--- src/rtl/proximity_pkg.sv ---
// Shared types and parameter-derivation helpers for the proximity filter.
package proximity_pkg;

    typedef enum logic [1:0] {
        ST_FAR       = 2'd0,
        ST_NEAR_PEND = 2'd1,
        ST_NEAR      = 2'd2,
        ST_FAR_PEND  = 2'd3
    } prox_state_e;

    function automatic int dist_max(input int dist_w);
        return (1 << dist_w) - 1;
    endfunction

    function automatic int timeout_cyc(input int clk_hz, input int timeout_ms);
        return clk_hz / 1000 * timeout_ms;
    endfunction

    function automatic int sum_w(input int dist_w, input int avg_log2);
        return dist_w + avg_log2;
    endfunction

endpackage

--- src/rtl/moving_avg.sv ---
// Saturating power-of-two moving average: ring buffer plus running sum,
// registered average one cycle after the sample lands in the buffer.
module moving_avg
    import proximity_pkg::*;
#(
    parameter int DIST_W   = 9,
    parameter int AVG_LOG2 = 2
) (
    input  logic              clock,
    input  logic              reset_n,
    input  logic [15:0]       distance_in,
    input  logic              sample_valid,
    input  logic              flush,
    output logic [DIST_W-1:0] avg_cm,
    output logic              avg_valid
);

    localparam int DEPTH = 1 << AVG_LOG2;
    // A depth-1 buffer still needs a 1-bit pointer; the spare slot is never read.
    localparam int PTR_W = (AVG_LOG2 > 0) ? AVG_LOG2 : 1;
    localparam int SLOTS = 1 << PTR_W;
    localparam int SUM_W = sum_w(DIST_W, AVG_LOG2);
    localparam logic [DIST_W-1:0] DMAX      = DIST_W'(dist_max(DIST_W));
    localparam logic [SUM_W-1:0]  SUM_FLUSH = SUM_W'(dist_max(DIST_W)) << AVG_LOG2;
    localparam logic [PTR_W-1:0]  PTR_LAST  = PTR_W'(DEPTH - 1);

    logic [DIST_W-1:0] ring_q [SLOTS];
    logic [DIST_W-1:0] ring_d [SLOTS];
    logic [PTR_W-1:0]  ptr_q, ptr_d;
    logic [SUM_W-1:0]  sum_q, sum_d;
    logic              smp_q, smp_d;
    logic [DIST_W-1:0] avg_q, avg_d;
    logic              avg_valid_q, avg_valid_d;
    logic [DIST_W-1:0] sample_sat;

    always_comb begin
        if (distance_in > 16'(DMAX)) begin
            sample_sat = DMAX;
        end else begin
            sample_sat = distance_in[DIST_W-1:0];
        end

        ring_d      = ring_q;
        ptr_d       = ptr_q;
        sum_d       = sum_q;
        smp_d       = 1'b0;
        avg_d       = avg_q;
        avg_valid_d = 1'b0;

        if (flush) begin
            for (int i = 0; i < SLOTS; i++) ring_d[i] = DMAX;
            ptr_d = '0;
            sum_d = SUM_FLUSH;
            avg_d = DMAX;
        end else begin
            if (sample_valid) begin
                ring_d[ptr_q] = sample_sat;
                sum_d = sum_q - SUM_W'(ring_q[ptr_q]) + SUM_W'(sample_sat);
                ptr_d = (ptr_q == PTR_LAST) ? '0 : ptr_q + 1'b1;
                smp_d = 1'b1;
            end
            if (smp_q) begin
                avg_d       = DIST_W'(sum_q >> AVG_LOG2);
                avg_valid_d = 1'b1;
            end
        end
    end

    always_ff @(posedge clock or negedge reset_n) begin
        if (!reset_n) begin
            for (int i = 0; i < SLOTS; i++) ring_q[i] <= DMAX;
            ptr_q       <= '0;
            sum_q       <= SUM_FLUSH;
            smp_q       <= 1'b0;
            avg_q       <= DMAX;
            avg_valid_q <= 1'b0;
        end else begin
            ring_q      <= ring_d;
            ptr_q       <= ptr_d;
            sum_q       <= sum_d;
            smp_q       <= smp_d;
            avg_q       <= avg_d;
            avg_valid_q <= avg_valid_d;
        end
    end

    assign avg_cm    = avg_q;
    assign avg_valid = avg_valid_q;

endmodule

--- src/rtl/proximity_filter.sv ---
// Debounced presence detector: moving average, hysteresis with N-sample
// confirmation, and a freshness timeout that drops to FAR and flushes.
module proximity_filter
    import proximity_pkg::*;
#(
    parameter int CLK_HZ     = 50_000_000,
    parameter int DIST_W     = 9,
    parameter int AVG_LOG2   = 2,
    parameter int NEAR_CM    = 10,
    parameter int FAR_CM     = 15,
    parameter int CONFIRM    = 3,
    parameter int TIMEOUT_MS = 100
) (
    input  logic              clock,
    input  logic              reset_n,
    input  logic [15:0]       distance_in,
    input  logic              sample_valid,
    output logic [DIST_W-1:0] avg_cm,
    output logic              avg_valid,
    output logic              near,
    output logic              near_rise,
    output logic              stale
);

    localparam int TIMEOUT_CYC = timeout_cyc(CLK_HZ, TIMEOUT_MS);
    localparam int TMO_W       = $clog2(TIMEOUT_CYC + 1);
    localparam int CNT_W       = $clog2(CONFIRM + 1);
    localparam logic [TMO_W-1:0]  TMO_LOAD = TMO_W'(TIMEOUT_CYC);
    localparam logic [TMO_W-1:0]  TMO_ONE  = TMO_W'(1);
    localparam logic [DIST_W-1:0] NEAR_TH  = DIST_W'(NEAR_CM);
    localparam logic [DIST_W-1:0] FAR_TH   = DIST_W'(FAR_CM);
    localparam logic [CNT_W-1:0]  CNT_DONE = CNT_W'(CONFIRM);
    localparam logic [CNT_W-1:0]  CNT_ONE  = CNT_W'(1);

    logic [TMO_W-1:0]  tmo_q, tmo_d;
    logic              stale_q, stale_d;
    logic              expire;
    logic [DIST_W-1:0] avg_w;
    logic              avg_valid_w;
    prox_state_e       state_q;
    logic [CNT_W-1:0]  cnt_q;
    logic [CNT_W-1:0]  cnt_inc;
    logic              near_q, near_rise_q;

    // A sample arriving on the expiry cycle wins: reload, no timeout.
    always_comb begin
        expire  = 1'b0;
        tmo_d   = tmo_q;
        stale_d = stale_q;
        if (sample_valid) begin
            tmo_d   = TMO_LOAD;
            stale_d = 1'b0;
        end else if (tmo_q != '0) begin
            tmo_d = tmo_q - 1'b1;
            if (tmo_q == TMO_ONE) begin
                expire  = 1'b1;
                stale_d = 1'b1;
            end
        end
    end

    always_ff @(posedge clock or negedge reset_n) begin
        if (!reset_n) begin
            tmo_q   <= TMO_LOAD;
            stale_q <= 1'b1;
        end else begin
            tmo_q   <= tmo_d;
            stale_q <= stale_d;
        end
    end

    moving_avg #(
        .DIST_W   (DIST_W),
        .AVG_LOG2 (AVG_LOG2)
    ) u_avg (
        .clock        (clock),
        .reset_n      (reset_n),
        .distance_in  (distance_in),
        .sample_valid (sample_valid),
        .flush        (expire),
        .avg_cm       (avg_w),
        .avg_valid    (avg_valid_w)
    );

    assign cnt_inc = cnt_q + 1'b1;

    always_ff @(posedge clock or negedge reset_n) begin
        if (!reset_n) begin
            state_q     <= ST_FAR;
            cnt_q       <= '0;
            near_q      <= 1'b0;
            near_rise_q <= 1'b0;
        end else begin
            near_rise_q <= 1'b0;
            if (expire) begin
                state_q <= ST_FAR;
                cnt_q   <= '0;
                near_q  <= 1'b0;
            end else if (avg_valid_w) begin
                unique case (state_q)
                    ST_FAR: begin
                        if (avg_w <= NEAR_TH) begin
                            if (CONFIRM == 1) begin
                                state_q     <= ST_NEAR;
                                cnt_q       <= '0;
                                near_q      <= 1'b1;
                                near_rise_q <= 1'b1;
                            end else begin
                                state_q <= ST_NEAR_PEND;
                                cnt_q   <= CNT_ONE;
                            end
                        end
                    end
                    ST_NEAR_PEND: begin
                        if (avg_w <= NEAR_TH) begin
                            if (cnt_inc >= CNT_DONE) begin
                                state_q     <= ST_NEAR;
                                cnt_q       <= '0;
                                near_q      <= 1'b1;
                                near_rise_q <= 1'b1;
                            end else begin
                                cnt_q <= cnt_inc;
                            end
                        end else begin
                            state_q <= ST_FAR;
                            cnt_q   <= '0;
                        end
                    end
                    ST_NEAR: begin
                        if (avg_w > FAR_TH) begin
                            if (CONFIRM == 1) begin
                                state_q <= ST_FAR;
                                cnt_q   <= '0;
                                near_q  <= 1'b0;
                            end else begin
                                state_q <= ST_FAR_PEND;
                                cnt_q   <= CNT_ONE;
                            end
                        end
                    end
                    ST_FAR_PEND: begin
                        if (avg_w > FAR_TH) begin
                            if (cnt_inc >= CNT_DONE) begin
                                state_q <= ST_FAR;
                                cnt_q   <= '0;
                                near_q  <= 1'b0;
                            end else begin
                                cnt_q <= cnt_inc;
                            end
                        end else begin
                            state_q <= ST_NEAR;
                            cnt_q   <= '0;
                        end
                    end
                    default: begin
                        state_q <= ST_FAR;
                        cnt_q   <= '0;
                        near_q  <= 1'b0;
                    end
                endcase
            end
        end
    end

    assign avg_cm    = avg_w;
    assign avg_valid = avg_valid_w;
    assign near      = near_q;
    assign near_rise = near_rise_q;
    assign stale     = stale_q;

endmodule

--- config.mk ---
export PLATFORM = sky130hd
export DESIGN_NAME = proximity_filter
export DESIGN_NICKNAME = d
export VERILOG_FILES = /design/src/rtl/proximity_pkg.sv /design/src/rtl/moving_avg.sv /design/src/rtl/proximity_filter.sv
export SDC_FILE = /design/constraint.sdc
export NUM_CORES = 1
export LEC_CHECK = 0
export BUFFER_PORTS_ARGS = -buffer_cell sky130_fd_sc_hd__buf_2
export CAP_MARGIN = 20
export CORE_UTILIZATION = 25
export DETAILED_ROUTE_END_ITERATION = 16
export GPL_TIMING_DRIVEN = 0
export PLACE_DENSITY_LB_ADDON = 0.15
export REMOVE_ABC_BUFFERS = 1
export SETUP_SLACK_MARGIN = 0.5
export SLEW_MARGIN = 25
export SYNTH_ARGS = -nofsm -noshare
export SYNTH_HDL_FRONTEND = slang
export SYNTH_SLANG_ARGS = --single-unit
--- constraint.sdc ---
create_clock -name clock -period 9.5 [get_ports clock]
set_input_delay 1.9 -clock clock [delete_from_list [all_inputs] [get_ports clock]]
set_output_delay 1.9 -clock clock [all_outputs]
set_load 0.05 [all_outputs]
==> results.toml <==
[layout]
area_delta_synth_final_pct = 15.5
layout.nets = 611
layoutNonFillerInstCount = 841
antenna_cells = 0
drive_gt1_frac = 0.233
fillCellCount = 2175
design_area_um2 = 6020
multiInputGateArea_um2 = 2630
ff_latch_area_um2 = 2330

[place]
dp.cells = 825
port-buffer-count = 31
routabilityCongestion = 0.762
place_area_um2 = 5690
hpwl_um = 8240

[synthesis]
synth_edf_count = 0
synth_flop_cell = "dfstp_2"
ys_ff_latch = 90
syn_area_um2 = 5210
ys_warn_count = 0
yosys.cell_types.count = 50
synth_top_cell_area_share = 0.318
synth_top_cell_by_area = "dfstp_2"
seq_area_frac_synth = 0.448
synthArstFlopShare = 1.00
synthTopCellsByArea = "dfstp_2 32%, dfrtp_1 13%, a21oi_1 5.7%"
synth.avg_cell_area_um2 = 9.40
synthCells = 554

[floorplan]
start_util = 0.256
die_h_um = 146
core_area_um2 = 20300
die-area_um2 = 21400
pin_count = 32
die_x_um = 146
rows = 52

[grt]
grt_usage = 0.126
grt_max_degree = 86
grt_pass1_vias = 4099
overflow = 0
grt_pass1_wl_um = 21500
antenna_found_initial = 0

[timing]
fin_setup_tns_ps = 0
rsz0062_at_grt = "no"
slew_headroom = 0.501
finalCritPeriodShare = 0.498
tightest_slew_ps = 748
drv_slew = 0
finalSetupViolCount = 0
final_hold_viol_count = 0
skew_ps = 7.92
max_freq_mhz = 211
fin_crit_ps = 4730

[worst_setup_path]
worstPathArrival_ps = 5000
worst-path-max-fanout = 9
crit_path_end_kind = "flip-flop"
crit_path_start_kind = "input pin"
worstPathRequired_ps = 9770
critPathKind = "input pin to flip-flop"

[outcome]
status = "completed"

[detailed_routing]
ant_nets = 0
vias = 3949
vias_per_cell = 4.70
drt_iter0_drc = 280
wl_um = 12400
detail_route.first_pass.iterations = 5
drc_errors = 0
wl_per_cell_um = 14.7

[clock_tree]
post_cts_buffers = 0
cts_max_path_buffers = 2
clk_pin_slew_worst_paths_ps = 70
cts-root-buf = "clkbuf_16"
cts_resized = 0
ctsHoldBuffers = 0
clkLatencyLatePin_ps = 350
htree_levels = 3
clock_sinks = 90
cts_tree = "built"
numCtsBuffers = 9

[power]
ir_drop_mv = 0.0846
total_power_uw = 1670
power.density_nw_per_um2 = 278
p_leak_uw = 0.00230

[flow_run]
cap_violations = 0

[hold_path]
hp-class = "flip-flop to flip-flop"
## cell usage after synthesis (2+ instances only)
library cell  count
a211o_1           2
a211oi_1          6
a21o_1            7
a21oi_1          59
a31oi_1           3
and2_1            3
and3_1            2
buf_1             2
buf_2             5
clkbuf_1         26
dfrtp_1          27
dfstp_2          63
fa_1              9
ha_1             17
inv_1            30
mux2i_1           9
mux4_2            9
nand2_1          64
nand2b_1          4
nand4_1           2
nand4b_1          2
nor2_1           38
nor2b_1           2
nor3_1           55
nor3b_1           2
nor4_1            7
o21ai_0          45
o22ai_1           2
o31ai_1           6
o41ai_1           3
or3_1             3
or4_1             2
or4_4             2
xnor2_1          12
xor2_1            9
## worst paths after layout
| path | from | endpoint | slack [ps] | cells after the start |
|---|---|---|---|---|
| setup / recovery | distance_in[12] | u_avg.sum_q[7]$_DFFE_PN1P_ | 4770 | 13 |
| hold / removal | tmo_q[22]$_DFFE_PN1P_ | tmo_q[22]$_DFFE_PN1P_ | 470 | 2 |
| setup reg to reg | u_avg.ptr_q[0]$_DFFE_PN0P_ | u_avg.sum_q[7]$_DFFE_PN1P_ | 6030 | 10 |
| hold reg to reg | tmo_q[22]$_DFFE_PN1P_ | tmo_q[22]$_DFFE_PN1P_ | 470 | 2 |
| max in group asynchronous | reset_n | tmo_q[6]$_DFFE_PN1P_ | 7450 | 2 |
| min in group asynchronous | reset_n | u_avg.smp_q$_DFF_PN0_ | 1400 | 1 |
## through the flow
step	utilization	hold WS (ps)	worst slack, ps
CTS	0.296	478	4750
detailed placement	0.280	467	4370
global placement	0.274	462	4240
floorplan	-	445	5060
global route	0.296	528	4390
finish	0.296	474	4770
## sequential cells by signal, indices dropped and copies added (netlist names)
signal,count
u_avg.avg_valid,1
state_q,2
cnt_q,2
u_avg.avg_cm,9
u_avg.ptr_q,2
tmo_q,23
near,1
u_avg.ring_q,36
stale,1
u_avg.smp_q,1
near_rise,1
u_avg.sum_q,11
## worst max-delay path, stage by stage
cell      delay [ps]
buf_2            100
nor4_1           260
nand2_1          340
nor2_1           380
inv_1            140
fa_1             470
ha_1             320
a211oi_1         290
o21bai_1         170
a21o_1           200
a21oi_1          210
xor2_1           160
a21oi_1           80
## placed cells by master, fill, tap and decap left out, types with 3 or more instances in the layout
cell	count
ha_1	17
nor3_1	55
and2_1	3
dfrtp_1	27
a211oi_1	6
nor2_1	37
o31ai_1	6
mux4_2	9
a31oi_1	3
clkbuf_16	9
xnor2_1	12
nand2b_1	4
fa_1	9
a21oi_1	59
nand2_1	64
mux2i_1	9
o21ai_0	45
nor4_1	7
a21o_1	7
xor2_1	9
inv_1	30
dfstp_2	63
or3_1	3
o41ai_1	3
buf_16	4
buf_2	29
## routing by layer
| metal | up-vias | GRT usage | share of wire |
|---|---|---|---|
| li1 | 1977 | - | - |
| met1 | 1909 | 0.168 | 0.49 |
| met2 | 51 | 0.207 | 0.47 |
| met3 | 12 | 0.0263 | 0.027 |
| met4 | 0 | 0.0344 | 0.012 |
| met5 | - | 0 | 0 |
## layout make-up
type | instances | share of cell area
Clock buffer | 10 | 0.0397
Clock inverter | 6 | 0.0148
Inverter | 30 | 0.0187
Multi-Input combinational cell | 400 | 0.437
Timing Repair Buffer | 35 | 0.0462
Tap cell | 270 | 0.0562
Sequential cell | 90 | 0.387
## logic make-up after synthesis
logic type,synth area share
mux,0.0584
flops,0.448
simple gates,0.184
fa+ha+maj,0.0755
compound gates,0.151
buf+inv,0.0488
xor+xnor,0.0353
## power breakdown
part | switching (µW) | total, µW | internal (µW)
Combinational | 404 | 680 | 276
Clock | 158 | 396 | 238
Sequential | 97.7 | 597 | 499
Total | 659 | 1670 | 1010
Note: power is estimated with default switching activity, not from simulation.
